<file path="src/rtl/tfhe_axil_cmd_master_if.sv">
// Command/response port and AXI4-Lite master bus for the TFHE control-register initiator.
// The master modport is the initiator's view; the slave modport is the environment's view.
interface tfhe_axil_cmd_master_if #(
    parameter int ADDR_W = 6,
    parameter int DATA_W = 32
);
    logic                  cmd_valid;
    logic                  cmd_ready;
    logic                  cmd_write;
    logic [ADDR_W-1:0]     cmd_addr;
    logic [DATA_W-1:0]     cmd_wdata;
    logic [DATA_W/8-1:0]   cmd_wstrb;

    logic                  rsp_valid;
    logic                  rsp_ready;
    logic [DATA_W-1:0]     rsp_rdata;
    logic [1:0]            rsp_resp;
    logic                  rsp_timeout;
    logic                  busy;

    logic [ADDR_W-1:0]     M_AXI_AWADDR;
    logic [2:0]            M_AXI_AWPROT;
    logic                  M_AXI_AWVALID;
    logic                  M_AXI_AWREADY;
    logic [DATA_W-1:0]     M_AXI_WDATA;
    logic [DATA_W/8-1:0]   M_AXI_WSTRB;
    logic                  M_AXI_WVALID;
    logic                  M_AXI_WREADY;
    logic [1:0]            M_AXI_BRESP;
    logic                  M_AXI_BVALID;
    logic                  M_AXI_BREADY;
    logic [ADDR_W-1:0]     M_AXI_ARADDR;
    logic [2:0]            M_AXI_ARPROT;
    logic                  M_AXI_ARVALID;
    logic                  M_AXI_ARREADY;
    logic [DATA_W-1:0]     M_AXI_RDATA;
    logic [1:0]            M_AXI_RRESP;
    logic                  M_AXI_RVALID;
    logic                  M_AXI_RREADY;

    modport master (
        input  cmd_valid, cmd_write, cmd_addr, cmd_wdata, cmd_wstrb, rsp_ready,
        output cmd_ready, rsp_valid, rsp_rdata, rsp_resp, rsp_timeout, busy,
        output M_AXI_AWADDR, M_AXI_AWPROT, M_AXI_AWVALID,
        input  M_AXI_AWREADY,
        output M_AXI_WDATA, M_AXI_WSTRB, M_AXI_WVALID,
        input  M_AXI_WREADY,
        input  M_AXI_BRESP, M_AXI_BVALID,
        output M_AXI_BREADY,
        output M_AXI_ARADDR, M_AXI_ARPROT, M_AXI_ARVALID,
        input  M_AXI_ARREADY,
        input  M_AXI_RDATA, M_AXI_RRESP, M_AXI_RVALID,
        output M_AXI_RREADY
    );

    modport slave (
        output cmd_valid, cmd_write, cmd_addr, cmd_wdata, cmd_wstrb, rsp_ready,
        input  cmd_ready, rsp_valid, rsp_rdata, rsp_resp, rsp_timeout, busy,
        input  M_AXI_AWADDR, M_AXI_AWPROT, M_AXI_AWVALID,
        output M_AXI_AWREADY,
        input  M_AXI_WDATA, M_AXI_WSTRB, M_AXI_WVALID,
        output M_AXI_WREADY,
        output M_AXI_BRESP, M_AXI_BVALID,
        input  M_AXI_BREADY,
        input  M_AXI_ARADDR, M_AXI_ARPROT, M_AXI_ARVALID,
        output M_AXI_ARREADY,
        output M_AXI_RDATA, M_AXI_RRESP, M_AXI_RVALID,
        input  M_AXI_RREADY
    );
endinterface

</file>
<file path="src/rtl/tfhe_axil_cmd_master.sv">
// Single-outstanding AXI4-Lite initiator: one command in, one AXI transaction out, one response back,
// with a per-transaction timeout so a hung control slave cannot stall the sequencer.
module tfhe_axil_cmd_master #(
    parameter int          C_M_AXI_DATA_WIDTH = 32,
    parameter int          C_M_AXI_ADDR_WIDTH = 6,
    parameter int unsigned TIMEOUT_CYCLES     = 1024
) (
    input  logic                   S_AXI_ACLK,
    input  logic                   S_AXI_ARESETN,
    tfhe_axil_cmd_master_if.master bus,
    output logic [2:0]             state_o
);
    localparam int          DW     = C_M_AXI_DATA_WIDTH;
    localparam int          AW     = C_M_AXI_ADDR_WIDTH;
    localparam bit          TMO_EN = (TIMEOUT_CYCLES != 0);
    localparam int unsigned CNT_W  = TMO_EN ? $clog2(TIMEOUT_CYCLES + 1) : 1;
    localparam int unsigned LIM_I  = TMO_EN ? TIMEOUT_CYCLES - 1 : 0;
    localparam logic [CNT_W-1:0] CNT_LIM = LIM_I[CNT_W-1:0];

    typedef enum logic [2:0] {
        S_IDLE    = 3'd0,
        S_WR_AW_W = 3'd1,
        S_WR_B    = 3'd2,
        S_RD_AR   = 3'd3,
        S_RD_R    = 3'd4,
        S_RESP    = 3'd5
    } state_t;

    state_t              state_q;
    logic                cmd_ready_q;
    logic                rsp_valid_q;
    logic [DW-1:0]       rsp_rdata_q;
    logic [1:0]          rsp_resp_q;
    logic                rsp_timeout_q;
    logic [AW-1:0]       awaddr_q;
    logic                awvalid_q;
    logic [DW-1:0]       wdata_q;
    logic [DW/8-1:0]     wstrb_q;
    logic                wvalid_q;
    logic                bready_q;
    logic [AW-1:0]       araddr_q;
    logic                arvalid_q;
    logic                rready_q;
    logic [CNT_W-1:0]    cnt_q;
    logic [CNT_W-1:0]    cnt_d;
    logic                tmo_hit;
    logic                aw_done;
    logic                w_done;
    logic [AW-1:0]       word_addr;

    // A channel transfers on the rising edge where its VALID and READY are both high; a VALID and its
    // payload never change while waiting for READY, and a handshake in the expiry cycle beats the timeout.
    assign tmo_hit   = TMO_EN && (cnt_q >= CNT_LIM);
    assign cnt_d     = (cnt_q >= CNT_LIM) ? cnt_q : cnt_q + 1'b1;
    assign aw_done   = !awvalid_q || bus.M_AXI_AWREADY;
    assign w_done    = !wvalid_q  || bus.M_AXI_WREADY;
    assign word_addr = {bus.cmd_addr[AW-1:2], 2'b00};

    always_ff @(posedge S_AXI_ACLK or negedge S_AXI_ARESETN) begin
        if (!S_AXI_ARESETN) begin
            state_q       <= S_IDLE;
            cmd_ready_q   <= 1'b0;
            rsp_valid_q   <= 1'b0;
            rsp_rdata_q   <= '0;
            rsp_resp_q    <= 2'b00;
            rsp_timeout_q <= 1'b0;
            awaddr_q      <= '0;
            awvalid_q     <= 1'b0;
            wdata_q       <= '0;
            wstrb_q       <= '0;
            wvalid_q      <= 1'b0;
            bready_q      <= 1'b0;
            araddr_q      <= '0;
            arvalid_q     <= 1'b0;
            rready_q      <= 1'b0;
            cnt_q         <= '0;
        end else begin
            case (state_q)
                S_IDLE: begin
                    cnt_q <= '0;
                    if (cmd_ready_q && bus.cmd_valid) begin
                        cmd_ready_q <= 1'b0;
                        if (bus.cmd_write) begin
                            awaddr_q  <= word_addr;
                            wdata_q   <= bus.cmd_wdata;
                            wstrb_q   <= bus.cmd_wstrb;
                            awvalid_q <= 1'b1;
                            wvalid_q  <= 1'b1;
                            state_q   <= S_WR_AW_W;
                        end else begin
                            araddr_q  <= word_addr;
                            arvalid_q <= 1'b1;
                            state_q   <= S_RD_AR;
                        end
                    end else begin
                        cmd_ready_q <= 1'b1;
                    end
                end
                S_WR_AW_W: begin
                    if (aw_done && w_done) begin
                        awvalid_q <= 1'b0;
                        wvalid_q  <= 1'b0;
                        bready_q  <= 1'b1;
                        cnt_q     <= cnt_d;
                        state_q   <= S_WR_B;
                    end else if (tmo_hit) begin
                        awvalid_q     <= 1'b0;
                        wvalid_q      <= 1'b0;
                        rsp_valid_q   <= 1'b1;
                        rsp_resp_q    <= 2'b10;
                        rsp_timeout_q <= 1'b1;
                        rsp_rdata_q   <= '0;
                        state_q       <= S_RESP;
                    end else begin
                        if (bus.M_AXI_AWREADY) awvalid_q <= 1'b0;
                        if (bus.M_AXI_WREADY)  wvalid_q  <= 1'b0;
                        cnt_q <= cnt_d;
                    end
                end
                S_WR_B: begin
                    if (bus.M_AXI_BVALID) begin
                        bready_q      <= 1'b0;
                        rsp_valid_q   <= 1'b1;
                        rsp_resp_q    <= bus.M_AXI_BRESP;
                        rsp_timeout_q <= 1'b0;
                        rsp_rdata_q   <= '0;
                        state_q       <= S_RESP;
                    end else if (tmo_hit) begin
                        bready_q      <= 1'b0;
                        rsp_valid_q   <= 1'b1;
                        rsp_resp_q    <= 2'b10;
                        rsp_timeout_q <= 1'b1;
                        rsp_rdata_q   <= '0;
                        state_q       <= S_RESP;
                    end else begin
                        cnt_q <= cnt_d;
                    end
                end
                S_RD_AR: begin
                    if (bus.M_AXI_ARREADY) begin
                        arvalid_q <= 1'b0;
                        rready_q  <= 1'b1;
                        cnt_q     <= cnt_d;
                        state_q   <= S_RD_R;
                    end else if (tmo_hit) begin
                        arvalid_q     <= 1'b0;
                        rsp_valid_q   <= 1'b1;
                        rsp_resp_q    <= 2'b10;
                        rsp_timeout_q <= 1'b1;
                        rsp_rdata_q   <= '0;
                        state_q       <= S_RESP;
                    end else begin
                        cnt_q <= cnt_d;
                    end
                end
                S_RD_R: begin
                    if (bus.M_AXI_RVALID) begin
                        rready_q      <= 1'b0;
                        rsp_valid_q   <= 1'b1;
                        rsp_resp_q    <= bus.M_AXI_RRESP;
                        rsp_timeout_q <= 1'b0;
                        rsp_rdata_q   <= bus.M_AXI_RDATA;
                        state_q       <= S_RESP;
                    end else if (tmo_hit) begin
                        rready_q      <= 1'b0;
                        rsp_valid_q   <= 1'b1;
                        rsp_resp_q    <= 2'b10;
                        rsp_timeout_q <= 1'b1;
                        rsp_rdata_q   <= '0;
                        state_q       <= S_RESP;
                    end else begin
                        cnt_q <= cnt_d;
                    end
                end
                S_RESP: begin
                    // cmd_ready is re-raised by IDLE, so the next command lands one cycle after return.
                    if (bus.rsp_ready) begin
                        rsp_valid_q <= 1'b0;
                        state_q     <= S_IDLE;
                    end
                end
                default: state_q <= S_IDLE;
            endcase
        end
    end

    assign bus.cmd_ready     = cmd_ready_q;
    assign bus.rsp_valid     = rsp_valid_q;
    assign bus.rsp_rdata     = rsp_rdata_q;
    assign bus.rsp_resp      = rsp_resp_q;
    assign bus.rsp_timeout   = rsp_timeout_q;
    assign bus.busy          = (state_q != S_IDLE);
    assign bus.M_AXI_AWADDR  = awaddr_q;
    assign bus.M_AXI_AWPROT  = 3'b000;
    assign bus.M_AXI_AWVALID = awvalid_q;
    assign bus.M_AXI_WDATA   = wdata_q;
    assign bus.M_AXI_WSTRB   = wstrb_q;
    assign bus.M_AXI_WVALID  = wvalid_q;
    assign bus.M_AXI_BREADY  = bready_q;
    assign bus.M_AXI_ARADDR  = araddr_q;
    assign bus.M_AXI_ARPROT  = 3'b000;
    assign bus.M_AXI_ARVALID = arvalid_q;
    assign bus.M_AXI_RREADY  = rready_q;
    assign state_o           = state_q;
endmodule

</file>
<file path="src/flat_wrapper.sv">
// flat-port wrapper written by rule: the top's interface ports become plain ports
module tfhe_axil_cmd_master_flat 
#(
    parameter int          C_M_AXI_DATA_WIDTH = 32,
    parameter int          C_M_AXI_ADDR_WIDTH = 6,
    parameter int unsigned TIMEOUT_CYCLES     = 1024
)
  (S_AXI_ACLK, S_AXI_ARESETN, state_o, bus_cmd_valid, bus_cmd_write, bus_cmd_addr, bus_cmd_wdata, bus_cmd_wstrb, bus_rsp_ready, bus_cmd_ready, bus_rsp_valid, bus_rsp_rdata, bus_rsp_resp, bus_rsp_timeout, bus_busy, bus_M_AXI_AWADDR, bus_M_AXI_AWPROT, bus_M_AXI_AWVALID, bus_M_AXI_AWREADY, bus_M_AXI_WDATA, bus_M_AXI_WSTRB, bus_M_AXI_WVALID, bus_M_AXI_WREADY, bus_M_AXI_BRESP, bus_M_AXI_BVALID, bus_M_AXI_BREADY, bus_M_AXI_ARADDR, bus_M_AXI_ARPROT, bus_M_AXI_ARVALID, bus_M_AXI_ARREADY, bus_M_AXI_RDATA, bus_M_AXI_RRESP, bus_M_AXI_RVALID, bus_M_AXI_RREADY);
  tfhe_axil_cmd_master_if bus_i ();
  input  logic S_AXI_ACLK;
  input  logic S_AXI_ARESETN;
  output logic [2:0] state_o;
  input wire logic [$bits(bus_i.cmd_valid)-1:0] bus_cmd_valid;
  input wire logic [$bits(bus_i.cmd_write)-1:0] bus_cmd_write;
  input wire logic [$bits(bus_i.cmd_addr)-1:0] bus_cmd_addr;
  input wire logic [$bits(bus_i.cmd_wdata)-1:0] bus_cmd_wdata;
  input wire logic [$bits(bus_i.cmd_wstrb)-1:0] bus_cmd_wstrb;
  input wire logic [$bits(bus_i.rsp_ready)-1:0] bus_rsp_ready;
  output wire logic [$bits(bus_i.cmd_ready)-1:0] bus_cmd_ready;
  output wire logic [$bits(bus_i.rsp_valid)-1:0] bus_rsp_valid;
  output wire logic [$bits(bus_i.rsp_rdata)-1:0] bus_rsp_rdata;
  output wire logic [$bits(bus_i.rsp_resp)-1:0] bus_rsp_resp;
  output wire logic [$bits(bus_i.rsp_timeout)-1:0] bus_rsp_timeout;
  output wire logic [$bits(bus_i.busy)-1:0] bus_busy;
  output wire logic [$bits(bus_i.M_AXI_AWADDR)-1:0] bus_M_AXI_AWADDR;
  output wire logic [$bits(bus_i.M_AXI_AWPROT)-1:0] bus_M_AXI_AWPROT;
  output wire logic [$bits(bus_i.M_AXI_AWVALID)-1:0] bus_M_AXI_AWVALID;
  input wire logic [$bits(bus_i.M_AXI_AWREADY)-1:0] bus_M_AXI_AWREADY;
  output wire logic [$bits(bus_i.M_AXI_WDATA)-1:0] bus_M_AXI_WDATA;
  output wire logic [$bits(bus_i.M_AXI_WSTRB)-1:0] bus_M_AXI_WSTRB;
  output wire logic [$bits(bus_i.M_AXI_WVALID)-1:0] bus_M_AXI_WVALID;
  input wire logic [$bits(bus_i.M_AXI_WREADY)-1:0] bus_M_AXI_WREADY;
  input wire logic [$bits(bus_i.M_AXI_BRESP)-1:0] bus_M_AXI_BRESP;
  input wire logic [$bits(bus_i.M_AXI_BVALID)-1:0] bus_M_AXI_BVALID;
  output wire logic [$bits(bus_i.M_AXI_BREADY)-1:0] bus_M_AXI_BREADY;
  output wire logic [$bits(bus_i.M_AXI_ARADDR)-1:0] bus_M_AXI_ARADDR;
  output wire logic [$bits(bus_i.M_AXI_ARPROT)-1:0] bus_M_AXI_ARPROT;
  output wire logic [$bits(bus_i.M_AXI_ARVALID)-1:0] bus_M_AXI_ARVALID;
  input wire logic [$bits(bus_i.M_AXI_ARREADY)-1:0] bus_M_AXI_ARREADY;
  input wire logic [$bits(bus_i.M_AXI_RDATA)-1:0] bus_M_AXI_RDATA;
  input wire logic [$bits(bus_i.M_AXI_RRESP)-1:0] bus_M_AXI_RRESP;
  input wire logic [$bits(bus_i.M_AXI_RVALID)-1:0] bus_M_AXI_RVALID;
  output wire logic [$bits(bus_i.M_AXI_RREADY)-1:0] bus_M_AXI_RREADY;
  assign bus_i.cmd_valid = bus_cmd_valid;
  assign bus_i.cmd_write = bus_cmd_write;
  assign bus_i.cmd_addr = bus_cmd_addr;
  assign bus_i.cmd_wdata = bus_cmd_wdata;
  assign bus_i.cmd_wstrb = bus_cmd_wstrb;
  assign bus_i.rsp_ready = bus_rsp_ready;
  assign bus_cmd_ready = bus_i.cmd_ready;
  assign bus_rsp_valid = bus_i.rsp_valid;
  assign bus_rsp_rdata = bus_i.rsp_rdata;
  assign bus_rsp_resp = bus_i.rsp_resp;
  assign bus_rsp_timeout = bus_i.rsp_timeout;
  assign bus_busy = bus_i.busy;
  assign bus_M_AXI_AWADDR = bus_i.M_AXI_AWADDR;
  assign bus_M_AXI_AWPROT = bus_i.M_AXI_AWPROT;
  assign bus_M_AXI_AWVALID = bus_i.M_AXI_AWVALID;
  assign bus_i.M_AXI_AWREADY = bus_M_AXI_AWREADY;
  assign bus_M_AXI_WDATA = bus_i.M_AXI_WDATA;
  assign bus_M_AXI_WSTRB = bus_i.M_AXI_WSTRB;
  assign bus_M_AXI_WVALID = bus_i.M_AXI_WVALID;
  assign bus_i.M_AXI_WREADY = bus_M_AXI_WREADY;
  assign bus_i.M_AXI_BRESP = bus_M_AXI_BRESP;
  assign bus_i.M_AXI_BVALID = bus_M_AXI_BVALID;
  assign bus_M_AXI_BREADY = bus_i.M_AXI_BREADY;
  assign bus_M_AXI_ARADDR = bus_i.M_AXI_ARADDR;
  assign bus_M_AXI_ARPROT = bus_i.M_AXI_ARPROT;
  assign bus_M_AXI_ARVALID = bus_i.M_AXI_ARVALID;
  assign bus_i.M_AXI_ARREADY = bus_M_AXI_ARREADY;
  assign bus_i.M_AXI_RDATA = bus_M_AXI_RDATA;
  assign bus_i.M_AXI_RRESP = bus_M_AXI_RRESP;
  assign bus_i.M_AXI_RVALID = bus_M_AXI_RVALID;
  assign bus_M_AXI_RREADY = bus_i.M_AXI_RREADY;
  tfhe_axil_cmd_master #(.C_M_AXI_DATA_WIDTH(C_M_AXI_DATA_WIDTH), .C_M_AXI_ADDR_WIDTH(C_M_AXI_ADDR_WIDTH), .TIMEOUT_CYCLES(TIMEOUT_CYCLES)) u_core (.S_AXI_ACLK(S_AXI_ACLK), .S_AXI_ARESETN(S_AXI_ARESETN), .bus(bus_i), .state_o(state_o));
endmodule
</file>
<file path="config.mk">
export PLATFORM = sky130hd
export DESIGN_NAME = tfhe_axil_cmd_master_flat
export DESIGN_NICKNAME = d
export VERILOG_FILES = /design/src/rtl/tfhe_axil_cmd_master_if.sv /design/src/rtl/tfhe_axil_cmd_master.sv /design/src/flat_wrapper.sv
export SDC_FILE = /design/constraint.sdc
export NUM_CORES = 1
export LEC_CHECK = 0
export BUFFER_PORTS_ARGS = -buffer_cell sky130_fd_sc_hd__buf_4
export CAP_MARGIN = 20
export CORE_ASPECT_RATIO = 1.25
export CORE_MARGIN = 5
export CORE_UTILIZATION = 26
export DETAILED_ROUTE_END_ITERATION = 16
export HOLD_SLACK_MARGIN = 0.12
export SLEW_MARGIN = 10
export SYNTH_ARGS = -nofsm -noshare
export SYNTH_HDL_FRONTEND = slang
export SYNTH_SLANG_ARGS = --single-unit
export TNS_END_PERCENT = 100
</file>
<file path="constraint.sdc">
create_clock -name S_AXI_ACLK -period 4.8 [get_ports S_AXI_ACLK]
set_clock_uncertainty 0.2 [all_clocks]
set_input_delay 1.44 -clock S_AXI_ACLK [delete_from_list [all_inputs] [get_ports S_AXI_ACLK]]
set_output_delay 1.44 -clock S_AXI_ACLK [all_outputs]
set_load 0.1 [all_outputs]
</file>
==> impl_results.md, run 1 <==
* Status: finished, final reports clean
* Post-Layout Cell Count at 734
* Vias at 3366
* DPL Wire Length at 8640 um
* Final period util at 0.752
* Cells after Synth at 341
* Ys async rst share at 1.00
* Crit path largest cell delay at 0.67 ns
* Setup Fix Bufs, Post-CTS at 0
* H-tree levels at 3
* Total track usage at 0.119
* Fin area at 6080 um2
* Clock Sinks at 100
* Share of cells above drive strength 1 at 0.475
* Placed Cells at 718
* Most common cell after layout, fill and taps aside: buf_4
* DR iter-0 viols at 191
* Nets at 603
* Core ar. at 16300 um2
* Max Transition Viols Final at 0
* Slew at the pin closest to its max-slew limit at 0.927 ns
* Setup TNS at 0 ns
* CTS tree: done
* Synth unique cells at 57
* Clk slew on worst S/H paths at 0.07 ns
* Resized cells post-CTS at 0
* Fmax at 277 MHz
* Full die area at 19200 um2
* Worst EP arrival at 1.97 ns
* Top cells by area, synth: dfrtp_1 58%, mux2_2 11%, a22o_1 6.5%
* Die Y at 154 um
* Final setup viols at 0
* FF+latch count, synth at 100
* Initial Util at 0.265
* Post-synth top area share at 0.581
* TritonCTS buffer count at 9
* DRT Pass-1 Iters at 4
* Setup slack, reg-to-reg at 2.05 ns
* Synth Cell Area at 4300 um2
* First-pass GRT wire length at 18700 um
* Dominant synthesized flop cell: dfrtp_1
* CTS hold repair buffers at 0
* EDFF count, synth at 0
* Commonest cells after routing, fill and taps aside: 178 x buf_4, 100 x dfrtp_1, 42 x mux2_2, 32 x a22o_1, 21 x nor2_1
* Final hold viol count at 0
* Slew margin rel. at 0.382
* CP Cell Sequence: nor3_4 > inv_2 > buf_4
* Setup slack after layout at 1.19 ns
* Sequential-to-total area share from yosys stat at 0.581
* CP Buf/Inv Count at 2
* Number of global-route vias before repair at 3595
* Die W at 125 um
* Final ANT Viol Nets at 0
* Required time of the critical path at 3.16 ns
* Synth-to-Final Area Change at 41.4%
* Dpl cell area at 5790 um2
* Clock latency at the later pin of the worst-skew pair at 0.35 ns
* Post-synth top area cell: dfrtp_1
* Slowest stage cell, crit path: dfrtp_1
* Longest Clk Path Bufs at 2
* Crit Path Class: reg2out
* Worst Hold Class: reg2reg
* Critical path launch point type: flip-flop
* CTS root buf: clkbuf_16
* Worst slack, placed at 1.41 ns
* FP Rows at 52
* I/O pin count at 188
* Largest net degree at the start of global routing at 74
* Total wire length at 11600 um
* Gr ovfl total at 0
* Mapped Avg Cell Area at 12.6 um2
* Port Buffers at 175
* Top delay family on crit path: flip-flops
* Vias/cell at 4.59
* Yosys warnings at 0
* Crit Path Max Fanout at 22
* Initial antenna violation count at 0
* Tmin final at 3.61 ns
* Gpl congestion at 0.816
* # DRC at 0
* RSZ-0062 raised after global routing: false
* Max cap viols at 0
* Fillcell total at 1628
* Critical path endpoint category: output port
* Drt wl/cell at 15.8 um
* Antenna Cells at 0
## kinds of logic after synthesis
| kind of cell | share of synthesized area |
|---|---|
| compound gates | 0.151 |
| xor+xnor | 0.00611 |
| fa+ha+maj | 0.00581 |
| buf+inv | 0.0483 |
| flops | 0.581 |
| mux | 0.115 |
| other cells | 0.000871 |
| simple gates | 0.0910 |
## layout make-up
cell class	count	area, um2	share of cell area
Tap cell	216	270	0.0444
Timing Repair Buffer	178	1340	0.220
Inverter	9	33.8	0.00555
Clock inverter	6	70.1	0.0115
Sequential cell	100	2500	0.411
Clock buffer	10	229	0.0376
Multi-Input combinational cell	215	1640	0.270
## state kept, by name, summed over array words and instances, names as in the netlist, 2 cells and up
register,count
u_core.bus.M_AXI_ARADDR,4
u_core.bus.M_AXI_WDATA,32
u_core.bus.rsp_rdata,32
u_core.bus.rsp_resp,2
u_core.cnt_q,11
u_core.bus.M_AXI_WSTRB,4
u_core.state_o,3
u_core.bus.M_AXI_AWADDR,4
## stage by stage
stage                     utilization  hold WS (ns)
after floorplan                     -         0.293
after global placement          0.356         0.265
after detailed placement        0.356         0.274
after CTS                       0.374         0.291
after global routing            0.374         0.314
final                           0.374         0.280
## worst reg2reg max path: cells and delay by family, from the launching register on
family	cells	cell delay [ns]
compound gates	2	0.73
flops	1	0.77
simple gates	3	0.93
## synth_stat cells, drive strengths merged, types with 3 or more instances
master / n
nor3: 6
o21a: 6
nor2: 22
inv: 9
dfrtp: 100
clkbuf: 4
xor2: 3
nand2b: 4
a21oi: 12
mux2: 44
o31ai: 4
nand3: 4
and4: 3
nor2b: 4
a22o: 32
o21ai: 10
nand2: 17
buf: 22
## metal layers
layer  wire length, um  global-route usage
met3              1250              0.0444
met1              4700               0.148
met5                 0                   0
met2              5430               0.188
met4               192              0.0439
## path summary, 6_finish.rpt
check | start | cells after the start | to
worst max register to register | u_core.state_o[2] | 5 | u_core.bus.rsp_resp[0]
worst min register to register | u_core.bus.M_AXI_BREADY | 2 | u_core.bus.M_AXI_BREADY
worst max-delay path | u_core.state_o[0] | 3 | bus_busy
worst min-delay path | u_core.bus.M_AXI_BREADY | 2 | u_core.bus.M_AXI_BREADY
max in group asynchronous | S_AXI_ARESETN | 3 | u_core.bus.M_AXI_WDATA[0]
min in group asynchronous | S_AXI_ARESETN | 1 | u_core.bus.M_AXI_WDATA[5]
Power of run 1 is not shown: default switching activity piles up to over one toggle a cycle in this logic, so the estimate is an artifact.
==> run 2: changes to the inputs <==
Clock period 4.8 ns to 3.8 ns, I/O delays scaled along.
==> impl_results.md, run 2 (synthesized netlist as in run 1, its figures left out) <==
* Initial antenna violation count at 0 (unchanged)
* Nets at 605 (+0.33%)
* Initial Util at 0.265 (unchanged)
* Worst EP arrival at 1.80 ns (-0.17 ns)
* Setup Fix Bufs, Post-CTS at 0 (unchanged)
* # DRC at 0 (unchanged)
* Placed Cells at 720 (+0.28%)
* Commonest cells after routing, fill and taps aside: 179 x buf_4, 100 x dfrtp_1, 42 x mux2_2, 32 x a22o_1, 21 x nor2_1
* Status: finished, final reports clean
* Total track usage at 0.120 (+0.000734)
* Gpl congestion at 0.801 (-1.9%)
* Required time of the critical path at 2.46 ns (-0.70 ns)
* Longest Clk Path Bufs at 2 (unchanged)
* Share of cells above drive strength 1 at 0.479 (+0.00394)
* Max cap viols at 0 (unchanged)
* Clock Sinks at 100 (unchanged)
* Final setup viols at 0 (unchanged)
* Most common cell after layout, fill and taps aside: buf_4
* Critical path launch point type: flip-flop
* Final hold viol count at 0 (unchanged)
* Final ANT Viol Nets at 0 (unchanged)
* Antenna Cells at 0 (unchanged)
* DPL Wire Length at 8710 um (+0.87%)
* TritonCTS buffer count at 9 (unchanged)
* Max Transition Viols Final at 0 (unchanged)
* DRT Pass-1 Iters at 4 (unchanged)
* RSZ-0062 raised after global routing: false
* Vias at 3388 (+0.65%)
* Final period util at 0.826
* Largest net degree at the start of global routing at 57 (-23%)
* Fmax at 318 MHz
* CTS tree: done
* Total wire length at 11700 um (+0.94%)
* Gr ovfl total at 0 (unchanged)
* Critical path endpoint category: output port
* Drt wl/cell at 15.9 um (+0.67%)
* FP Rows at 52 (unchanged)
* Slew at the pin closest to its max-slew limit at 0.739 ns (-0.188 ns)
* Crit Path Class: reg2out
* Die W at 125 um (unchanged)
* Number of global-route vias before repair at 3536 (-1.6%)
* CTS root buf: clkbuf_16
* Clk slew on worst S/H paths at 0.07 ns (about the same)
* Core ar. at 16300 um2 (unchanged)
* CTS hold repair buffers at 0 (unchanged)
* Die Y at 154 um (unchanged)
* Full die area at 19200 um2 (unchanged)
* Clock latency at the later pin of the worst-skew pair at 0.35 ns (about the same)
* Port Buffers at 175 (unchanged)
* Hold_ws at 0.293 ns (+0.0124 ns)
* Worst Hold Class: reg2reg
* Setup TNS at 0 ns (unchanged)
* H-tree levels at 3 (unchanged)
* Crit Path Max Fanout at 19 (-14%)
* Slew margin rel. at 0.507 (+0.126)
* First-pass GRT wire length at 18700 um (-0.48%)
* Post-Layout Cell Count at 736 (+0.27%)
* Resized cells post-CTS at 0 (unchanged)
* Vias/cell at 4.60 (+0.38%)
* DR iter-0 viols at 176 (-7.9%)
* I/O pin count at 188 (unchanged)
* Tmin final at 3.14 ns
* Synth-to-Final Area Change at 41.9%
[run 2: cell types whose count changed in the layout (fill, tap and decap cells not counted), sizes merged]
cell and change:
buf +2, bufinv -1, clkbuf -1, clkinv +2
[run 2: final timing paths]
path                                    startpoint                   endpoint  slack, ns  depth (start not counted)
setup / recovery                 u_core.state_o[1]                   bus_busy       0.66                          4
hold / removal             u_core.bus.M_AXI_BREADY    u_core.bus.M_AXI_BREADY       0.29                          2
setup reg to reg                 u_core.state_o[1]     u_core.bus.rsp_resp[0]       1.18                          5
hold reg to reg            u_core.bus.M_AXI_BREADY    u_core.bus.M_AXI_BREADY       0.29                          2
max in group asynchronous            S_AXI_ARESETN  u_core.bus.M_AXI_WSTRB[1]       2.06                          2
min in group asynchronous            S_AXI_ARESETN  u_core.bus.M_AXI_WDATA[9]       0.65                          1
[run 2: cell type report]
cell class	instances	area, um2
well taps	216	270
clock buffers	9	225
clock inverters	7	67.6
flip-flops and latches	100	2500
repair buffers	180	1360
inverters	9	33.8
fillers	1622	10200
multi-input cells	215	1640
[run 2: metal layers]
layer,GRT usage,up-vias,routed length (um)
li1,-,1583,-
met4,0.0449,0,223
met2,0.194,149,5520
met3,0.0427,16,1100
met5,0,-,0
met1,0.147,1640,4850
[run 2: per-stage QoR]
| stage | utilization | setup WS [ns] | instance area [um2] |
|---|---|---|---|
| 6_report | 0.375 | 0.659 | 6110 |
| 5_1_grt | 0.375 | 0.548 | 6110 |
| 4_1_cts | 0.375 | 0.643 | 6110 |
| 3_3_place_gp | 0.357 | 0.774 | 5810 |
| 2_1_floorplan | - | 0.707 | 4340 |
| 3_5_place_dp | 0.357 | 0.717 | 5810 |
[run 2: worst max-delay path, cell delays in order, from the launching register on]
cell     delay (ns)
dfrtp_1        0.77
nor3_4         0.07
buf_4          0.20
inv_2          0.11
buf_4          0.31
Power of run 2 is left out for the same reason.
==> run 3: changes to the inputs <==
Clock period 3.8 ns to 3.06 ns, I/O delays scaled along.
==> impl_results.md, run 3 (synthesized netlist as in run 1, its figures left out) <==
* Status: finished, final reports clean
* Total wire length at 11800 um (+0.76%)
* Worst R2R Start: u_core.state_o[2]
* Post-Layout Cell Count at 737 (+0.14%)
* Setup slack, reg-to-reg at 0.61 ns (-0.57 ns)
* Final period util at 0.901
* RSZ-0062 raised after global routing: false
* Max cap viols at 0 (unchanged)
* Number of global-route vias before repair at 3570 (+0.96%)
* Register area at 2500 um2 (unchanged)
* Port Buffers at 175 (unchanged)
* Slew at the pin closest to its max-slew limit at 0.629 ns (-0.110 ns)
* CTS hold repair buffers at 0 (unchanged)
* CTS tree: done
* Fillcell total at 1619 (-0.18%)
* Required time of the critical path at 1.94 ns (-0.52 ns)
* Gpl congestion at 0.840 (+4.9%)
* Most common cell after layout, fill and taps aside: buf_4
* Clock latency at the later pin of the worst-skew pair at 0.34 ns (about the same)
* Antenna Cells at 0 (unchanged)
* Final ANT Viol Nets at 0 (unchanged)
* I/O pin count at 188 (unchanged)
* Initial antenna violation count at 0 (unchanged)
* Vias/cell at 4.61 (+0.22%)
* Die W at 125 um (unchanged)
* Critical path launch point type: flip-flop
* CP Cell Sequence: nor3_4 > inv_2 > buf_4
* Longest Clk Path Bufs at 2 (unchanged)
* FF-to-FF path depth at 6 (+1)
* Sink of the worst hold path: u_core.bus.M_AXI_BREADY
* Largest net degree at the start of global routing at 49 (-14%)
* DRT Pass-1 Iters at 5 (+1)
* Nets at 606 (+0.17%)
* Multi-input combinational cell area at 1640 um2 (unchanged)
* TritonCTS buffer count at 9 (unchanged)
* # DRC at 0 (unchanged)
* Share of cells above drive strength 1 at 0.476 (-0.00284)
* Vias at 3400 (+0.35%)
* Crit Path Max Fanout at 19 (unchanged)
* Crit Path Class: reg2out
* Drt wl/cell at 16.0 um (+0.62%)
* Initial Util at 0.265 (unchanged)
* Core ar. at 16300 um2 (unchanged)
* Clock Sinks at 100 (unchanged)
* Resized cells post-CTS at 0 (unchanged)
* Clk slew on worst S/H paths at 0.07 ns (about the same)
* Synth-to-Final Area Change at 42.6%
* Fmax at 363 MHz
* Max Transition Viols Final at 0 (unchanged)
* Slowest stage cell, crit path: dfrtp_1
* Utilization after layout at 0.377 (+0.00185)
* Worst Hold Class: reg2reg
* Placed Cells at 721 (+0.14%)
* Full die area at 19200 um2 (unchanged)
* Final hold viol count at 0 (unchanged)
* Gr ovfl total at 0 (unchanged)
* Slew margin rel. at 0.581 (+0.0734)
* First-pass GRT wire length at 19000 um (+2.1%)
* Terminus of the critical flop-to-flop path: u_core.bus.rsp_rdata[16]
* Critical path endpoint category: output port
* Worst Hold Launch: u_core.bus.M_AXI_BREADY
* FP Rows at 52 (unchanged)
* Worst EP arrival at 1.64 ns (-0.16 ns)
* Hold_ws at 0.292 ns (-0.000741 ns)
* CTS root buf: clkbuf_16
* H-tree levels at 3 (unchanged)
* Total track usage at 0.121 (+0.00160)
* Setup Fix Bufs, Post-CTS at 0 (unchanged)
* Hold Path Stages at 2 (unchanged)
* Commonest cells after routing, fill and taps aside: 180 x buf_4, 100 x dfrtp_1, 42 x mux2_2, 32 x a22o_1, 21 x nor2_1
* Die Y at 154 um (unchanged)
* DR iter-0 viols at 131 (-26%)
* DPL Wire Length at 8940 um (+2.5%)
* Setup TNS at 0 ns (unchanged)
* Crit path largest cell delay at 0.75 ns (-0.02 ns)
* Final setup viols at 0 (unchanged)
* Tmin final at 2.76 ns
[run 3: cell types whose count changed in the layout (fill, tap and decap cells not counted)]
cell       previous run  this run
buf_4               179       180
clkbuf_1              0         2
inv_8                 1         0
clkinv_4              2         0
clkinv_8              1         0
bufinv_16             0         2
[run 3: worst max path at each step]
stage	startpoint	slack [ns]	to
after floorplan	u_core.state_o[2]	0.19	bus_busy
after global placement	bus_M_AXI_AWREADY	0.45	u_core.bus.rsp_rdata[11]
after detailed placement	bus_M_AXI_AWREADY	0.40	u_core.bus.rsp_rdata[27]
after CTS	u_core.state_o[1]	0.29	bus_busy
after global routing	u_core.state_o[1]	0.21	bus_busy
final	u_core.state_o[1]	0.30	bus_busy
[run 3: per-layer routing]
layer / GRT usage / part of all wire / vias to the layer above
met3: 0.0451 / 0.087 / 20
met1: 0.150 / 0.42 / 1659
met2: 0.191 / 0.47 / 144
met5: 0 / 0 / -
met4: 0.0496 / 0.022 / 0
li1: - / - / 1577
[run 3: final cells by class]
class                   instances  area share
repair buffers                181       0.223
flip-flops and latches        100       0.408
inverters                       9     0.00551
well taps                     216      0.0440
multi-input cells             215       0.268
clock inverters                 5      0.0135
clock buffers                  11      0.0379
[run 3: stage by stage]
step	instance area (um2)	worst slack, ns
after detailed placement	5820	0.402
after floorplan	4340	0.189
final	6140	0.303
after global routing	6140	0.210
after CTS	6140	0.291
after global placement	5820	0.447
[run 3: critical path, delay by kind of cell, from the launching register on]
family	cells	cell delay, ns
and+or+nand+nor	1	0.09
buffers and inverters	2	0.45
DFF	1	0.75
Power of run 3 is left out for the same reason.
